## src/rtl/sr_jk_register_bank_if.sv

```systemverilog
// -----------------------------------------------------------------------------
// sr_jk_register_bank_if
// Purpose : bundles the control, data and status signals of the SR/JK register
//           bank so that the bank and its driver share one typed connection.
// Signals : en, mode, a, b, load, load_data, clr_err  -- driven by the master
//           q, q_bar, illegal, illegal_cnt             -- driven by the bank
// Modports: master (datapath/testbench side), slave (register bank side)
// -----------------------------------------------------------------------------
interface sr_jk_register_bank_if #(
  parameter int WIDTH = 8,
  parameter int CNT_W = 4
);
  logic             en;
  logic [1:0]       mode;
  logic [WIDTH-1:0] a;
  logic [WIDTH-1:0] b;
  logic             load;
  logic [WIDTH-1:0] load_data;
  logic             clr_err;
  logic [WIDTH-1:0] q;
  logic [WIDTH-1:0] q_bar;
  logic             illegal;
  logic [CNT_W-1:0] illegal_cnt;

  modport master (
    output en, mode, a, b, load, load_data, clr_err,
    input  q, q_bar, illegal, illegal_cnt
  );

  modport slave (
    input  en, mode, a, b, load, load_data, clr_err,
    output q, q_bar, illegal, illegal_cnt
  );
endinterface

```

## src/rtl/sr_jk_register_bank.sv

```systemverilog
// -----------------------------------------------------------------------------
// sr_jk_register_bank
// Purpose : WIDTH independent storage bits with run-time selectable flip-flop
//           behaviour (SR, JK, D, T), synchronous parallel load, complementary
//           outputs and detection/counting of the forbidden SR input (S=R=1).
// Ports   : clk    - sole clock, rising edge
//           rst_n  - asynchronous active-low reset
//           bus    - slave side of sr_jk_register_bank_if
//                    inputs : en, mode, a, b, load, load_data, clr_err
//                    outputs: q, q_bar (= ~q), illegal, illegal_cnt
// -----------------------------------------------------------------------------
module sr_jk_register_bank #(
  parameter int WIDTH = 8,
  parameter int CNT_W = 4
) (
  input  logic                  clk,
  input  logic                  rst_n,
  sr_jk_register_bank_if.slave  bus
);

  localparam logic [1:0] MODE_SR = 2'b00;
  localparam logic [1:0] MODE_JK = 2'b01;
  localparam logic [1:0] MODE_D  = 2'b10;
  localparam logic [1:0] MODE_T  = 2'b11;

  localparam logic [CNT_W-1:0] CNT_MAX = {CNT_W{1'b1}};
  localparam logic [CNT_W-1:0] CNT_ONE = {{(CNT_W-1){1'b0}}, 1'b1};

  logic [WIDTH-1:0] q_q;
  logic [WIDTH-1:0] q_d;
  logic             illegal_q;
  logic             illegal_d;
  logic [CNT_W-1:0] illegal_cnt_q;
  logic [CNT_W-1:0] illegal_cnt_d;
  logic             illegal_evt_s;

  // Forbidden SR combination: any bit with S=R=1 while the SR logic is active.
  always_comb begin
    illegal_evt_s = 1'b0;
    if (bus.en && !bus.load && (bus.mode == MODE_SR)) begin
      illegal_evt_s = |(bus.a & bus.b);
    end else begin
      illegal_evt_s = 1'b0;
    end
  end

  // Storage next state: load beats enable, enable beats hold.
  always_comb begin
    q_d = q_q;
    if (bus.load) begin
      q_d = bus.load_data;
    end else if (bus.en) begin
      for (int i = 0; i < WIDTH; i++) begin
        case (bus.mode)
          MODE_SR: begin
            // S=R=1 is defined as hold, so the bit can never go undefined.
            case ({bus.a[i], bus.b[i]})
              2'b10:   q_d[i] = 1'b1;
              2'b01:   q_d[i] = 1'b0;
              default: q_d[i] = q_q[i];
            endcase
          end
          MODE_JK: begin
            case ({bus.a[i], bus.b[i]})
              2'b10:   q_d[i] = 1'b1;
              2'b01:   q_d[i] = 1'b0;
              2'b11:   q_d[i] = ~q_q[i];
              default: q_d[i] = q_q[i];
            endcase
          end
          MODE_D:  q_d[i] = bus.a[i];
          MODE_T:  q_d[i] = q_q[i] ^ bus.a[i];
          default: q_d[i] = q_q[i];
        endcase
      end
    end else begin
      q_d = q_q;
    end
  end

  // Illegal pulse and saturating counter next state; clear wins over count.
  always_comb begin
    illegal_d     = illegal_evt_s;
    illegal_cnt_d = illegal_cnt_q;
    if (bus.clr_err) begin
      illegal_cnt_d = {CNT_W{1'b0}};
    end else if (illegal_evt_s && (illegal_cnt_q != CNT_MAX)) begin
      illegal_cnt_d = illegal_cnt_q + CNT_ONE;
    end else begin
      illegal_cnt_d = illegal_cnt_q;
    end
  end

  // State registers with asynchronous clear.
  always_ff @(posedge clk or negedge rst_n) begin
    if (!rst_n) begin
      q_q           <= {WIDTH{1'b0}};
      illegal_q     <= 1'b0;
      illegal_cnt_q <= {CNT_W{1'b0}};
    end else begin
      q_q           <= q_d;
      illegal_q     <= illegal_d;
      illegal_cnt_q <= illegal_cnt_d;
    end
  end

  // q_bar is derived from the register so it stays complementary even in reset.
  assign bus.q           = q_q;
  assign bus.q_bar       = ~q_q;
  assign bus.illegal     = illegal_q;
  assign bus.illegal_cnt = illegal_cnt_q;

endmodule
```

## src/flat_wrapper.sv

```systemverilog
// flat-port wrapper written by rule: the top's interface ports become plain ports
module sr_jk_register_bank_flat 
#(
  parameter int WIDTH = 8,
  parameter int CNT_W = 4
)
  (clk, rst_n, bus_en, bus_mode, bus_a, bus_b, bus_load, bus_load_data, bus_clr_err, bus_q, bus_q_bar, bus_illegal, bus_illegal_cnt);
  sr_jk_register_bank_if #(.WIDTH(WIDTH), .CNT_W(CNT_W)) bus_i ();
  input  logic clk;
  input  logic rst_n;
  input wire logic [$bits(bus_i.en)-1:0] bus_en;
  input wire logic [$bits(bus_i.mode)-1:0] bus_mode;
  input wire logic [$bits(bus_i.a)-1:0] bus_a;
  input wire logic [$bits(bus_i.b)-1:0] bus_b;
  input wire logic [$bits(bus_i.load)-1:0] bus_load;
  input wire logic [$bits(bus_i.load_data)-1:0] bus_load_data;
  input wire logic [$bits(bus_i.clr_err)-1:0] bus_clr_err;
  output wire logic [$bits(bus_i.q)-1:0] bus_q;
  output wire logic [$bits(bus_i.q_bar)-1:0] bus_q_bar;
  output wire logic [$bits(bus_i.illegal)-1:0] bus_illegal;
  output wire logic [$bits(bus_i.illegal_cnt)-1:0] bus_illegal_cnt;
  assign bus_i.en = bus_en;
  assign bus_i.mode = bus_mode;
  assign bus_i.a = bus_a;
  assign bus_i.b = bus_b;
  assign bus_i.load = bus_load;
  assign bus_i.load_data = bus_load_data;
  assign bus_i.clr_err = bus_clr_err;
  assign bus_q = bus_i.q;
  assign bus_q_bar = bus_i.q_bar;
  assign bus_illegal = bus_i.illegal;
  assign bus_illegal_cnt = bus_i.illegal_cnt;
  sr_jk_register_bank #(.WIDTH(WIDTH), .CNT_W(CNT_W)) u_core (.clk(clk), .rst_n(rst_n), .bus(bus_i));
endmodule
```

## config.mk

```make
export PLATFORM = sky130hd
export DESIGN_NAME = sr_jk_register_bank_flat
export DESIGN_NICKNAME = d
export VERILOG_FILES = /design/src/rtl/sr_jk_register_bank_if.sv /design/src/rtl/sr_jk_register_bank.sv /design/src/flat_wrapper.sv
export SDC_FILE = /design/constraint.sdc
export NUM_CORES = 1
export LEC_CHECK = 0
export CAP_MARGIN = 20
export CORE_UTILIZATION = 41
export DETAILED_ROUTE_END_ITERATION = 8
export PLACE_DENSITY = 0.76
export SYNTH_ARGS = -nofsm -noshare
export SYNTH_HDL_FRONTEND = slang
export SYNTH_SLANG_ARGS = --single-unit
```

## constraint.sdc

```tcl
create_clock -name clk -period 1.9 [get_ports clk]
set_input_delay 0.19 -clock clk [delete_from_list [all_inputs] [get_ports clk]]
set_output_delay 0.19 -clock clk [all_outputs]
set_load 0.01 [all_outputs]
```

Word-level counts from Yosys, hierarchy flattened
Cells that the tools add are included.
{"block": "word_totals", "ff_bits": 13, "elab_cells": 118}
{"block": "classes", "addsub": 1, "muxes": 29, "bitwise": 18, "n_reduce_logical": 16, "eq_ne": 44}
{"operator": "== test 2 bit, second input constant", "count": 18}
{"operator": "!= test 4 bit, second input constant", "count": 9}
{"operator": "!= test 5 bit, second input constant", "count": 7}
{"operator": "one-hot mux 1 bit (4 select lines)", "count": 8}
{"operator": "one-hot mux 1 bit (3 select lines)", "count": 8}
{"operator": "AND reduction 3 bit", "count": 8}
{"operator": "== test 2 x 1 -> 1 bit, second input constant", "count": 9}
{"operator": "2-to-1 mux 8 bit", "count": 2}
{"operator": "one-hot mux 1 bit (2 select lines)", "count": 8}
{"operator": "AND 8 bit", "count": 1}
{"operator": "2-to-1 mux 4 bit", "count": 2}
{"operator": "NOT 1 bit", "count": 8}
{"operator": "NOT 8 bit", "count": 1}
{"operator": "OR reduction 8 bit", "count": 1}
{"operator": "bitwise XOR 1 bit", "count": 8}
{"operator": "!= test 5 x 2 -> 1 bit, second input constant", "count": 1}
{"operator": "adder 4 x 1 -> 4 bit, second input constant", "count": 1}
{"operator": "nonzero test 2 bit", "count": 2}
{"operator": "logical AND 1 bit", "count": 3}
{"operator": "logical NOT 2 bit", "count": 1}
{"operator": "logical NOT 1 bit", "count": 1}
{"operator": "2-to-1 mux 1 bit", "count": 1}

Longest topological paths before layout
Gate-level depths: netlist of the first run.
{"block": "logic_depth", "depth_word": 7, "mapped_depth": 6}

Worst setup path before layout of the first run
No wires, ideal clock.
{"block": "synth_path", "path_kind": "reg2reg", "startpoint": "register u_core.illegal_cnt_q[0], in the netlist u_core.bus.illegal_cnt[0]", "endpoint": "register u_core.illegal_cnt_q[2], in the netlist u_core.bus.illegal_cnt[2]", "arrival_time_ns": 1.342, "path_slack_ns": 0.433, "synth_period_minus_slack_ns": 1.467, "required_ns": 1.775, "stages_incl_launch_ff": 6, "setup_time_ns": 0.125, "path_cell_list": "dfrtp_1 > ha_1 > nand3_1 > and3_2 > and3_1 > mux2_4"}
{"block": "synth_between", "elab_chain_len": 3, "elab_cells_between_ends": 6}
{"item": "start: declaration", "line_no": "sr_jk_register_bank.sv:33", "text": "logic [CNT_W-1:0] illegal_cnt_q;"}
{"item": "start signal: assignment", "line_no": "sr_jk_register_bank.sv:99", "text": "illegal_cnt_q <= {CNT_W{1'b0}};"}
{"item": "start signal: assignment", "line_no": "sr_jk_register_bank.sv:103", "text": "illegal_cnt_q <= illegal_cnt_d;"}
{"item": "adder 4 x 1 -> 4 bit or != test 4 bit (tied branches)", "line_no": "sr_jk_register_bank.sv:88, sr_jk_register_bank.sv:87"}
{"item": "2-to-1 mux 4 bit or logical AND 1 bit (tied branches)", "line_no": "sr_jk_register_bank.sv:87", "text": "end else if (illegal_evt_s && (illegal_cnt_q != CNT_MAX)) begin"}
{"item": "2-to-1 mux 4 bit or nonzero test 2 bit (tied branches)"}
Parallel ways exist; a longest one is shown, timed or not. The select of a mux whose other input is x is not followed.
A chain may end at the register's enable or synchronous reset.

Worst setup path in the final report of the first run
{"block": "layout_path", "startpoint": "input bus_b[7]", "endpoint": "register u_core.illegal_cnt_q[3], in the netlist u_core.bus.illegal_cnt[3]"}
{"block": "layout_between", "elab_chain_len": 5}
{"item": "start: declaration", "line_no": "flat_wrapper.sv:14", "text": "input wire logic [$bits(bus_i.b)-1:0] bus_b;"}
{"item": "AND 8 bit", "line_no": "sr_jk_register_bank.sv:41", "text": "illegal_evt_s = |(bus.a & bus.b);"}
{"item": "OR reduction 8 bit", "line_no": "sr_jk_register_bank.sv:41"}
{"item": "2-to-1 mux 1 bit", "line_no": "sr_jk_register_bank.sv:40", "text": "if (bus.en && !bus.load && (bus.mode == MODE_SR)) begin"}
{"item": "logical AND 1 bit", "line_no": "sr_jk_register_bank.sv:87"}
{"item": "nonzero test 2 bit (no source line)"}
Every way passes these cells.

==> results_dict.tcl, run 1 <==
set metrics [dict create \
    power.net_switching_w 0.000307 \
    grtUsageTotal 0.230 \
    status "complete, no violations" \
    ys_ff_latch 13 \
    path_class "in2reg" \
    dp_hpwl_mm 3.02 \
    grt_pass1_vias 1426 \
    setup_viol 0 \
    final_cells 273 \
    final_nets 271 \
    rows 20 \
    maxSlewHeadroom 0.569 \
    critical_path_required_ps 2100 \
    fin_skew_ps 0.135 \
    comb_power_share 0.444 \
    slew_violations 0 \
    io-pin-count 52 \
    yosys.area.top_type "dfrtp_1" \
    overflow 0 \
    syn-num-nets 206 \
    die_area_um2 3400 \
    syn_avg_cell_area_um2 7.89 \
    cts_buffers 3 \
    synth_top_area_frac 0.250 \
    hold_path_class "in2async" \
    maxCapViolCount 0 \
    cts_hold_buf 0 \
    ctsHtreeMaxLevel 1 \
    synth_cell_types 40 \
    drive_gt1_frac 0.118 \
    dieHeight_um 58.3 \
    swShare 0.336 \
    firstDrtPassIters 4 \
    port_buffers 51 \
    ant_nets 0 \
    nFillCells 271 \
    postCtsResizedCells 0 \
    tightest_slew_ps 645 \
    period_share 0.868 \
    syn_area_um2 1300 \
    postSynthCellCount 165 \
    coreArea_um2 3030 \
    grt_pass1_wl_mm 6.02 \
    dp_slack_ps -6.94 \
    post-route-util 0.657 \
    cp-end-kind "flip-flop" \
    leakage_nw 0.886 \
    clockRootBuffer "clkbuf_4" \
    cp-start-kind "input pin" \
    seqPwrFrac 0.354 \
    yosysSeqAreaShare 0.250 \
    fin_crit_ps 1650 \
    drc_errors 0 \
    avgRoutedWirePerCell_um 14.4 \
    r2r_slack_ps 300 \
    synthArstFlopShare 1.00 \
    powerDensity_nw_per_um2 459 \
    place_congestion 0.863 \
    yosys_most_used_dff "dfrtp_1" \
    clockBufferDepth 2 \
    worst_slack_ps 251 \
    clk-insertion-delay-late_ps 280 \
    synth_edf_count 0 \
    fin_tns_setup_ps 0 \
    clock_sinks 13 \
    yosys_warnings 0 \
    worstRegToRegCells 5 \
    rr_startpoint "u_core.bus.illegal_cnt[0]$_DFFE_PN0P_" \
    start_util 0.430 \
    report.final.hold_viol_count 0 \
    cp_max_fo 3 \
    p_clk_frac 0.202 \
    power.internal_w 0.000607 \
    grt_max_degree 22 \
    synthTopCellsByArea "dfrtp_1 25%, ha_1 9.6%, nand3b_1 6.3%" \
    rsz0062_at_grt "false" \
    drt_iter0_drc 81 \
    areaGrowthSynthToFinish_pct 53.0 \
    vias 1551 \
    grt_antenna_before_repair 0 \
    clk_pin_slew_ps 90 \
    irDropWorstVdd_v 0.000247 \
    post_cts_buffers 0 \
    r2r-end "u_core.bus.illegal_cnt[3]$_DFFE_PN0P_" \
    cts_tree "done" \
    clock.fmax_mhz 606 \
    die_w_um 58.3 \
    drt-total-wl_mm 3.94 \
    via_per_inst 5.68 \
    antenna_cells 0 \
    dp_cells 269 \
    worstPathArrival_ps 1850 \
]
## area by class of cell
type                       instances  area (um^2)  area share
multi-input combinational        126          875       0.439
clock buffer                       4         26.3      0.0132
timing repair buffer              69          646       0.324
sequential                        13          325       0.163
tap                               44         55.1      0.0277
inverter                          17         63.8      0.0321
## placed cells by master, fill, tap and decap left out, types with 2 or more instances in the layout
cell,n
a211o_1,2
clkbuf_4,3
mux2i_1,2
nand3b_1,11
nand3_1,9
nand2b_1,5
nor3_1,2
and3b_1,5
a32oi_1,2
o32a_1,2
inv_1,17
clkdlybuf4s50_1,51
a21oi_1,10
a222oi_1,2
buf_4,18
o21ai_0,15
nand2_1,17
a21boi_0,2
and3_2,2
nor2_1,2
o31ai_1,2
ha_1,10
a31oi_1,2
dfrtp_1,13
o21ai_1,4
a221oi_1,3
## metal layers
metal  track usage  wire, um  up-vias
met2         0.417      2010       70
met3        0.0198       276        8
li1              -         -      736
met1         0.274      1580      737
met4         0.105        69        0
met5             0         0        -
## logic make-up after synthesis
| logic type | synth area share |
|---|---|
| AOI/OAI and AO/OA | 0.261 |
| adders and majority gates | 0.0962 |
| buffers and inverters | 0.0779 |
| DFF | 0.250 |
| muxes | 0.0269 |
| and+or+nand+nor | 0.288 |
## critical path: stages
cell and delay [ps]:
clkdlybuf4s50_1 510, ha_1 240, nor3_2 70, and3_4 180, or4_1 490, a21oi_1 170
## synthesized netlist by cell type (2+ instances only)
| library cell | count |
|---|---|
| a211o_1 | 2 |
| a21boi_0 | 2 |
| a21oi_1 | 10 |
| a221oi_1 | 3 |
| a222oi_1 | 2 |
| a31oi_1 | 2 |
| a32oi_1 | 2 |
| and3_2 | 2 |
| and3b_1 | 5 |
| buf_2 | 3 |
| clkbuf_1 | 6 |
| dfrtp_1 | 13 |
| ha_1 | 10 |
| inv_1 | 17 |
| mux2i_1 | 2 |
| nand2_1 | 17 |
| nand2b_1 | 5 |
| nand3_1 | 9 |
| nand3b_1 | 11 |
| nor2_1 | 2 |
| nor3_1 | 2 |
| o21ai_0 | 15 |
| o21ai_1 | 4 |
| o31ai_1 | 2 |
| o32a_1 | 2 |
## power by group through the flow
| stage | combinational (W) | clock (W) | sequential (W) |
|---|---|---|---|
| 6_report | 0.000406 | 0.000184 | 0.000324 |
| 4_1_cts | 0.000405 | 0.000186 | 0.000324 |
| 3_3_place_gp | 0.000389 | 0 | 0.000326 |
| 2_1_floorplan | 0.000163 | 0 | 0.000334 |
| 5_1_grt | 0.000437 | 0.000196 | 0.000326 |
| 3_5_place_dp | 0.000403 | 0 | 0.000329 |
## metrics by stage
| step | cell area, um^2 | hold WS (ps) | power (W) |
|---|---|---|---|
| after floorplan | 1300 | -106 | 0.000497 |
| after global placement | 1960 | 568 | 0.000715 |
| after detailed placement | 1960 | 602 | 0.000732 |
| after CTS | 1990 | 320 | 0.000914 |
| after global routing | 1990 | 353 | 0.000960 |
| final | 1990 | 295 | 0.000914 |
## sequential cells by signal (all words and copies together), names as in the netlist
name	count
u_core.bus.illegal	1
u_core.bus.illegal_cnt	4
u_core.bus.q	8
## worst max-delay path by stage
stage                                                     start                               endpoint  slack (ps)
after floorplan           u_core.bus.illegal_cnt[0]$_DFFE_PN0P_  u_core.bus.illegal_cnt[2]$_DFFE_PN0P_         430
after global placement                                 bus_b[7]  u_core.bus.illegal_cnt[3]$_DFFE_PN0P_          30
after detailed placement                               bus_b[7]  u_core.bus.illegal_cnt[3]$_DFFE_PN0P_          -7
after CTS                                              bus_b[7]  u_core.bus.illegal_cnt[3]$_DFFE_PN0P_         280
after global routing                                   bus_b[7]  u_core.bus.illegal_cnt[3]$_DFFE_PN0P_         180
final                                                  bus_b[7]  u_core.bus.illegal_cnt[3]$_DFFE_PN0P_         250
Note: power is estimated with default switching activity, not from simulation.
==> inputs of run 2 (changes only) <==
--- a/config.mk
+++ b/config.mk
@@ -5,6 +5,7 @@
 export SDC_FILE = /design/constraint.sdc
 export NUM_CORES = 1
 export LEC_CHECK = 0
+export ABC_AREA = 1
 export CAP_MARGIN = 20
 export CORE_UTILIZATION = 41
 export DETAILED_ROUTE_END_ITERATION = 8
==> results_dict.tcl, run 2 <==
set metrics [dict create \
    synthArstFlopShare 1.00 \
    maxSlewHeadroom 0.578 \
    r2r_slack_ps 680 \
    start_util 0.437 \
    ctsHtreeMaxLevel 1 \
    drt_iter0_drc 69 \
    status "complete, no violations" \
    grt_antenna_before_repair 0 \
    irDropWorstVdd_v 0.000293 \
    path_class "reg2out" \
    synthAdderAreaFrac 0.0922 \
    firstDrtPassIters 4 \
    via_per_inst 4.89 \
    synthTopCellsByArea "dfrtp_1 24%, nand2_1 18%, ha_1 9.2%" \
    grt_pass1_vias 1377 \
    worstPathCellList "inv_1 > clkdlybuf4s50_1" \
    postCtsResizedCells 0 \
    synth-compound-area-share 0.0977 \
    place_congestion 0.846 \
    vias 1502 \
    synth_edf_count 0 \
    met1Wirelength_mm 1.62 \
    cts_hold_buf 0 \
    worstPathArrival_ps 1360 \
    crit_family "buffers and inverters" \
    clk-insertion-delay-late_ps 300 \
    clock_sinks 13 \
    synth_commonest_cells "64 x nand2_1, 27 x inv_1, 25 x nand3_1" \
    clockRootBuffer "clkbuf_4" \
    clockBufferDepth 2 \
    coreArea_um2 3100 \
    avgRoutedWirePerCell_um 11.3 \
    fin_skew_ps 11.7 \
    powerDensity_nw_per_um2 496 \
    synthSimpleGateAreaFrac 0.435 \
    port_buffers 51 \
    period_share 0.818 \
    synth_mux_area_frac 0 \
    overflow 0 \
    nFillCells 299 \
    cp_max_fo 4 \
    ant_nets 0 \
    layout_commonest_cell "nand2_1" \
    areaGrowthSynthToFinish_pct 42.9 \
    tightest_slew_ps 631 \
    post_cts_buffers 0 \
    cp-start-kind "flip-flop" \
    clk_pin_slew_ps 100 \
    synth-xor-area-share 0.00645 \
    maxCapViolCount 0 \
    drc_errors 0 \
    syn_area_um2 1360 \
    critical_path_required_ps 1710 \
    yosys.area.top_type "dfrtp_1" \
    drive_gt1_frac 0.0722 \
    leakage_nw 0.971 \
    timing.critical_path.buf_inv 2 \
    cts_buffers 3 \
    report.final.hold_viol_count 0 \
    final_nets 305 \
    clock.fmax_mhz 644 \
    hold_path_class "in2async" \
    rsz0062_at_grt "false" \
    drt-total-wl_mm 3.45 \
    setup_viol 0 \
    crit_path_max_incr_delay_ps 540 \
    critPathSlowestCell "clkdlybuf4s50_1" \
    dp_cells 303 \
    cts_tree "done" \
    met3WireLength_um 273 \
    rows 20 \
    ys_ff_latch 13 \
    io-pin-count 52 \
    grt_max_degree 14 \
    slew_violations 0 \
    yosysSeqAreaShare 0.240 \
    yosys_most_used_dff "dfrtp_1" \
    largest_reg_flops 8 \
    highest_layer "met4" \
    yosys_warnings 0 \
    synthMostInstantiatedCell "nand2_1" \
    final_cells 307 \
    syn_avg_cell_area_um2 6.53 \
    die_w_um 59.5 \
    fin_tns_setup_ps 0 \
    fin_crit_ps 1550 \
    synth_cell_types 25 \
    grtUsageTotal 0.219 \
    place_area_um2 1910 \
    syn-num-nets 249 \
    dp_hpwl_mm 2.69 \
    die_area_um2 3550 \
    dieHeight_um 59.5 \
    cp-end-kind "primary output" \
    wl_met2_mm 1.53 \
    synth_top_family_by_area "simple AND/OR/NAND/NOR gates" \
    postSynthCellCount 208 \
    layout_common_cells "64 x nand2_1, 51 x clkdlybuf4s50_1, 27 x inv_1" \
    grt_pass1_wl_mm 5.94 \
    antenna_cells 0 \
    synth_top_area_frac 0.240 \
    fin_area_um2 1940 \
]
run 2: final cells by class:
| type | instances | area (um^2) | area share |
|---|---|---|---|
| tap | 44 | 55.1 | 0.0284 |
| clock buffer | 4 | 26.3 | 0.0135 |
| timing repair buffer | 55 | 541 | 0.279 |
| inverter | 31 | 136 | 0.0703 |
| multi-input combinational | 160 | 857 | 0.442 |
| sequential | 13 | 325 | 0.168 |
run 2: worst register-to-register path, cell delays in order (launching register included):
cell	delay [ps]
dfrtp_1	440
ha_1	240
nand2_1	60
inv_1	50
nand2_1	90
nand3_4	110
nand2_4	90
nand2_1	50
nand2_1	50
run 2: cell families after synthesis:
logic type,Yosys count
AO/OA/AOI/OAI,23
XOR/XNOR,1
adder cells (fa/ha/maj),10
buffers and inverters,35
flip-flops,13
AND/OR/NAND/NOR,126
run 2: per-layer routing:
metal | vias to the layer above | GRT usage
met1 | 651 | 0.314
met4 | 0 | 0.0930
met2 | 70 | 0.340
li1 | 778 | -
met3 | 3 | 0.0131
met5 | - | 0
run 2: path summary, 6_finish.rpt:
kind,from,to,cells after the start
worst max-delay path,u_core.bus.q[1]$_DFFE_PN0P_,bus_q_bar[1],2
worst min-delay path,rst_n,u_core.bus.q[6]$_DFFE_PN0P_,1
worst max register to register,u_core.bus.illegal_cnt[0]$_DFFE_PN0P_,u_core.bus.illegal_cnt[3]$_DFFE_PN0P_,8
worst min register to register,u_core.bus.q[1]$_DFFE_PN0P_,u_core.bus.q[1]$_DFFE_PN0P_,2
max in group asynchronous,rst_n,u_core.bus.illegal_cnt[0]$_DFFE_PN0P_,1
min in group clk,bus_load_data[6],u_core.bus.q[6]$_DFFE_PN0P_,3
run 2: report_power, final:
part / switching, W / internal, W
sequential: 0.0000345 / 0.000307
clock: 0.000110 / 0.0000818
combinational: 0.000206 / 0.000223
total: 0.000350 / 0.000612
run 2: per-stage QoR:
stage	hold WS [ps]	utilization	power (W)	setup slack, ps
final	274	0.625	0.000962	347
after global routing	342	0.625	0.00103	300
after CTS	302	0.625	0.000963	343
after detailed placement	533	0.617	0.000776	211
after global placement	519	0.617	0.000774	214
after floorplan	-106	-	0.000550	723
